===== src/rtl/sync_fifo_fwft.sv =====
// Synchronous first-word-fall-through FIFO: the head entry is always visible
// on pop_data, and pop advances to the next entry on the clock edge.
module sync_fifo_fwft #(
    parameter int WIDTH = 8,
    parameter int DEPTH = 8            // power of 2, at least 2
) (
    input  logic                       clk,
    input  logic                       rst,
    input  logic                       push,
    input  logic [WIDTH-1:0]           push_data,
    input  logic                       pop,
    output logic [WIDTH-1:0]           pop_data,
    output logic                       full,
    output logic                       empty,
    output logic [$clog2(DEPTH):0]     count
);

    localparam int PTR_W = $clog2(DEPTH);
    localparam int CNT_W = PTR_W + 1;

    logic [WIDTH-1:0] mem [DEPTH];
    logic [PTR_W-1:0] wr_ptr;
    logic [PTR_W-1:0] rd_ptr;
    logic [CNT_W-1:0] cnt;
    logic             do_push;
    logic             do_pop;

    assign empty = (cnt == '0);
    assign full  = (cnt == CNT_W'(DEPTH));
    assign count = cnt;

    // A pop frees a slot on the same edge, so a push into a full FIFO is
    // still taken when it coincides with a pop.
    assign do_pop  = pop & ~empty;
    assign do_push = push & (~full | do_pop);

    // Empty reads as zero so the output is clean while nothing is queued.
    assign pop_data = empty ? '0 : mem[rd_ptr];

    // Pointer and occupancy bookkeeping.
    // NOTE: every register in a clocked block is assigned with <= so all
    // flops sample their inputs from the same pre-edge values.
    always_ff @(posedge clk or posedge rst) begin
        if (rst) begin
            wr_ptr <= '0;
            rd_ptr <= '0;
            cnt    <= '0;
        end else begin
            if (do_push) wr_ptr <= wr_ptr + PTR_W'(1);
            if (do_pop)  rd_ptr <= rd_ptr + PTR_W'(1);
            if (do_push && !do_pop)      cnt <= cnt + CNT_W'(1);
            else if (do_pop && !do_push) cnt <= cnt - CNT_W'(1);
        end
    end

    // Entry storage.
    // NOTE: the data array has no reset; validity is tracked by the pointers,
    // which keeps the array mappable onto RAM primitives.
    always_ff @(posedge clk) begin
        if (do_push) mem[wr_ptr] <= push_data;
    end

endmodule


===== config.mk =====
export PLATFORM = sky130hd
export DESIGN_NAME = sync_fifo_fwft
export DESIGN_NICKNAME = d
export VERILOG_FILES = /design/src/rtl/sync_fifo_fwft.sv
export SDC_FILE = /design/constraint.sdc
export NUM_CORES = 1
export LEC_CHECK = 0
export BUFFER_PORTS_ARGS = -buffer_cell sky130_fd_sc_hd__buf_4
export CAP_MARGIN = 25
export CORE_AREA = 2 2 105 107
export CTS_CLUSTER_SIZE = 40
export DETAILED_ROUTE_END_ITERATION = 8
export DIE_AREA = 0 0 107 109
export SLEW_MARGIN = 25
export SYNTH_ARGS = -nofsm -noshare
export SYNTH_HDL_FRONTEND = slang
export SYNTH_SLANG_ARGS = --single-unit

===== constraint.sdc =====
create_clock -name clk -period 3.3 [get_ports clk]
set_input_delay 0.165 -clock clk [delete_from_list [all_inputs] [get_ports clk]]
set_output_delay 0.165 -clock clk [all_outputs]
set_load 0.01 [all_outputs]

# After elaboration in Yosys (flattened, before gate mapping)
# Memories as Yosys holds them, arrays and structs flattened.
# Cells that the tools add are included.
[totals] n_memories=1 ram_bits=64 input_bits=12 wordCells=25 output_inout_bits=14 regBits=10
[mem_list] memory="mem" words=8 width=8 read_ports=1 rd_clocked_by_memory_dff=0 write_ports=1 line_no="21" source="logic [WIDTH-1:0] mem [DEPTH];"
[classes] n_addsub=4 bitwise_logic=5 mux=5 n_reduce_logical=6 n_eq_ne=1
[ops] cell="$mux 4" count=2
[ops] cell="$mux 8" count=1
[ops] cell="$add 3x1->3 const B" count=2
[ops] cell="$add 4x1->4 const B" count=1
[ops] cell="$eq 4x4->1 const B" count=1
[ops] cell="$logic_not 4->1" count=1
[ops] cell="$sub 4x1->4 const B" count=1
[ops] cell="$and 1x1->1" count=2
[ops] cell="$logic_and 1x1->1" count=2
[ops] cell="$logic_not 1->1" count=2
[ops] cell="$mux 1" count=2
[ops] cell="$not 1->1" count=2
[ops] cell="$reduce_bool 2->1" count=1
[ops] cell="$or 1x1->1" count=1

# Longest topological paths before layout
[depth] depth_word=9 depth_mapped=9 depth_no_buf=9

# Least setup slack after synthesis
# Ideal clock, no wire load.
[synth_timing] kind="register to register" start="reg cnt[0], in the netlist count[0]" end="reg cnt[3], in the netlist count[3]" slack_ns=0.514 synth_period_minus_slack_ns=2.786 setup_ns=0.137 required_ns=3.163 stages_incl_launch_ff=10 t_arrival_ns=2.649 path_cell_list="dfrtp_1 > or4b_4 > o21ai_4 > inv_1 > ha_1 > inv_1 > ha_1 > or4_1 > nand3_1 > o221ai_1"
[synth_between] elab_chain_cells=8
[synth_rtl] element="from (decl)" line_no="24" source="logic [CNT_W-1:0] cnt;"
[synth_rtl] element="from (signal assigned)" line_no="51" source="if (do_push && !do_pop) cnt <= cnt + CNT_W'(1);"
[synth_rtl] element="from (signal assigned)" line_no="52" source="else if (do_pop && !do_push) cnt <= cnt - CNT_W'(1);"
[synth_rtl] element="$logic_not 4->1" line_no="28" source="assign empty = (cnt == '0);"
[synth_rtl] element="$not 1->1" line_no="34" source="assign do_pop = pop & ~empty;"
[synth_rtl] element="$and 1x1->1" line_no="34"
[synth_rtl] element="$or 1x1->1 *" line_no="35" source="assign do_push = push & (~full | do_pop);"
[synth_rtl] element="$and 1x1->1 *" line_no="35"
[synth_rtl] element="via do_push" line_no="25" source="logic do_push;"
[synth_rtl] element="$logic_not 1->1" line_no="52"
[synth_rtl] element="$logic_and 1x1->1" line_no="52"
[synth_rtl] element="$reduce_bool 2->1 (no source line)"
# The timed path passes the listed nets; every way through them passes the cells marked *. The select of a mux whose other input is x is not followed.
# A chain may end at the register's enable or synchronous reset.

# Final worst setup path
# Ends and elaborated chain as after synthesis.

==> impl_metrics.env <==
export IMPL_rsz0062_at_grt="false"
export IMPL_ant_nets=0
export IMPL_synthTopCellsByArea="edfxtp_1 (63%), mux4_2 (12%), dfrtp_1 (8.2%), a22o_1 (2.3%), ha_1 (2.0%)"
export IMPL_seqCellArea_sq_um=2170
export IMPL_start_util_pct=28.9
export IMPL_area_growth_syn_to_layout_pct=19.9
export IMPL_netlist_area_leader_share_pct=62.8
export IMPL_period_minus_slack_ns=2.99
export IMPL_gp_congestion=0.692
export IMPL_cts_sinks=74
export IMPL_critical_path_buf_inv_count=2
export IMPL_finalSetupViolCount=0
export IMPL_yosys_area_top_type="edfxtp_1"
export IMPL_max_cap_violations=0
export IMPL_drc=0
export IMPL_clk_transition_reported_paths_ns=0.09
export IMPL_avgViaCountPerCell=4.48
export IMPL_cts_root_buf="clkbuf_8"
export IMPL_grt_start_max_net_pins=19
export IMPL_fmax_mhz=334
export IMPL_insertion_delay_ns=0.35
export IMPL_grt_use_total_pct=10.8
export IMPL_drive_above_1_share_pct=36.0
export IMPL_fp_row_count=38
export IMPL_cp_arrival_ns=3.20
export IMPL_skew_ns=0.0146
export IMPL_ctsHoldBuffers=1
export IMPL_diodes=0
export IMPL_synth_nets=176
export IMPL_cpPeakStageDelay_ns=0.60
export IMPL_post_cts_resized=0
export IMPL_power_density_nw_per_um2=896
export IMPL_clockBufferDepth=2
export IMPL_final_net_count=213
export IMPL_cts_tree="built"
export IMPL_fillers=987
export IMPL_synth_seq_area_share_pct=71.0
export IMPL_vias=1524
export IMPL_multiInputGateArea_sq_um=837
export IMPL_hold_class="in -> reg"
export IMPL_syn_cell_area_sq_um=3060
export IMPL_ys_warn_count=0
export IMPL_relSlewSlack_pct=39.9
export IMPL_utilization_pct=34.6
export IMPL_synth_seq_cells=74
export IMPL_hold_violations=0
export IMPL_post_cts_buffers=0
export IMPL_ir_worst_vdd_mv=0.275
export IMPL_p_leak_nw=1.28
export IMPL_dpl_instance_area_sq_um=3440
export IMPL_antenna_found_initial=0
export IMPL_wl_per_cell_um=16.8
export IMPL_dr_pass1_iters=4
export IMPL_die_h_um=109
export IMPL_avgSynthCellArea_sq_um=19.4
export IMPL_grt_overflow_total=0
export IMPL_slowest_stage="or4b_4"
export IMPL_grt_pass1_wl_um=8980
export IMPL_design_area_sq_um=3670
export IMPL_drtIter0Drc=97
export IMPL_period_share_pct=90.6
export IMPL_crit_required_ns=3.51
export IMPL_die_area_sq_um=11700
export IMPL_critPathLaunchType="flip-flop"
export IMPL_criticalPathCategory="reg -> reg"
export IMPL_cp_max_fo=7
export IMPL_cts_buffers=9
export IMPL_crit_chain="or4b_4 -> o21ai_4 -> inv_1 -> ha_1 -> inv_1 -> ha_1 -> or4_1 -> nand3_1 -> o221ai_1"
export IMPL_critPathCaptureType="flip-flop"
export IMPL_first_global_vias=1637
export IMPL_fin_setup_tns_ns=0
export IMPL_port_buffers=25
export IMPL_pre_cts_ws_ns=0.336
export IMPL_die_w_um=107
export IMPL_htree_levels=3
export IMPL_fp_coreArea_sq_um=10600
export IMPL_critPathTopFamily="simple AND/OR/NAND/NOR gates"
export IMPL_finalWirelength_um=5700
export IMPL_maxSlewViolCount=0
export IMPL_dp_hpwl_um=3620
export IMPL_syn_inst=158
export IMPL_yosys_cell_types_count=35
export IMPL_fin_ws_ns=0.309
export IMPL_worstMarginPinSlew_ns=0.898
export IMPL_ios=26
export IMPL_outcome="completed"
==> logic make-up (layout without fill, tap and decap cells) <==
family / after synthesis / in the layout / synth area share, %
flops: 74 / 74 / 71.0
simple gates: 25 / 25 / 4.91
mux: 20 / 20 / 13.3
compound gates: 16 / 16 / 4.50
buf+inv: 11 / 53 / 1.88
fa+ha+maj: 6 / 6 / 2.70
xor+xnor: 6 / 6 / 1.72
==> state kept, by name (all words and copies together) (netlist names) <==
register  flops
mem          64
count         4
rd_ptr        3
wr_ptr        3
==> synthesized netlist by cell type (all sizes together) <==
master	n
edfxtp	64
mux4	16
dfrtp	10
a22o	8
xnor2	6
ha	5
inv	5
buf	4
nor2	4
nor3	4
mux2	3
nand2	3
or3	3
clkbuf	2
nand2b	2
nand3	2
nand3b	2
o211ai	2
o21ai	2
or4	2
a211o	1
a21o	1
a21oi	1
and2	1
fa	1
mux2i	1
nor4	1
o221ai	1
or4b	1
==> per-layer routing <==
| metal | up-vias | GRT usage, % | part of all wire (%) |
|---|---|---|---|
| met5 | - | 0 | 0 |
| met4 | 0 | 6.12 | 2.4 |
| met3 | 10 | 2.63 | 3.2 |
| met2 | 27 | 17.2 | 49 |
| met1 | 770 | 13.7 | 45 |
| li1 | 717 | - | - |
==> cell type report <==
class / instances / share of cell area, %
flip-flops and latches: 74 / 59.2
clock inverters: 7 / 2.73
inverters: 5 / 0.511
clock buffers: 9 / 3.38
well taps: 140 / 4.77
repair buffers: 32 / 6.61
multi-input cells: 73 / 22.8
==> stage by stage <==
step,instances,hold slack [ns],total power [W]
after floorplan,158,0.00518,0.00214
after global placement,323,0.179,0.00254
after detailed placement,323,0.181,0.00257
after CTS,340,0.0341,0.00335
after global routing,340,0.0385,0.00350
final,340,0.0454,0.00329
==> report_power, final <==
group | internal [W] | switching (W)
logic | 0.000626 | 0.000525
registers | 0.00120 | 0.000158
clock network | 0.000432 | 0.000343
total | 0.00226 | 0.00103
==> worst register-to-register path, cell delays in order, from the launching register on <==
cell and delay [ns]:
dfrtp_1 0.46, or4b_4 0.60, o21ai_4 0.26, inv_1 0.08, ha_1 0.26, inv_1 0.15
ha_1 0.31, or4_1 0.52, nand3_1 0.10, o221ai_1 0.11
==> path summary, 6_finish.rpt <==
check | slack [ns] | start | cells after the start | to
worst min-delay path | 0.05 | push_data[0] | 1 | mem[7][0]
worst min register to register | 0.50 | rd_ptr[2] | 1 | rd_ptr[2]
worst max-delay path | 0.31 | count[0] | 9 | count[3]
worst max register to register | 0.31 | count[0] | 9 | count[3]
min in group asynchronous | 0.36 | rst | 3 | count[0]
max in group asynchronous | 2.66 | rst | 3 | wr_ptr[1]
==> placed cells by master, fill, tap and decap left out <==
cell	n
buf_4	31
nor3_1	4
mux2i_1	1
fa_1	1
a211o_1	1
clkinv_2	1
inv_1	5
and2_4	1
ha_1	5
mux2_2	2
mux2_4	1
mux4_2	16
a21o_2	1
o21ai_0	1
a21oi_1	1
nand3b_1	2
or4_1	1
or4_4	1
nand3_1	2
o221ai_1	1
xnor2_1	6
a22o_1	8
or3_1	3
o21ai_4	1
o211ai_1	2
edfxtp_1	64
nand2b_1	2
dfrtp_1	10
nand2_1	3
nor2_1	4
clkinv_4	2
dlygate4sd3_1	1
bufinv_16	2
clkbuf_8	9
or4b_4	1
inv_6	2
nor4_2	1
(Power assumes the default switching activity.)
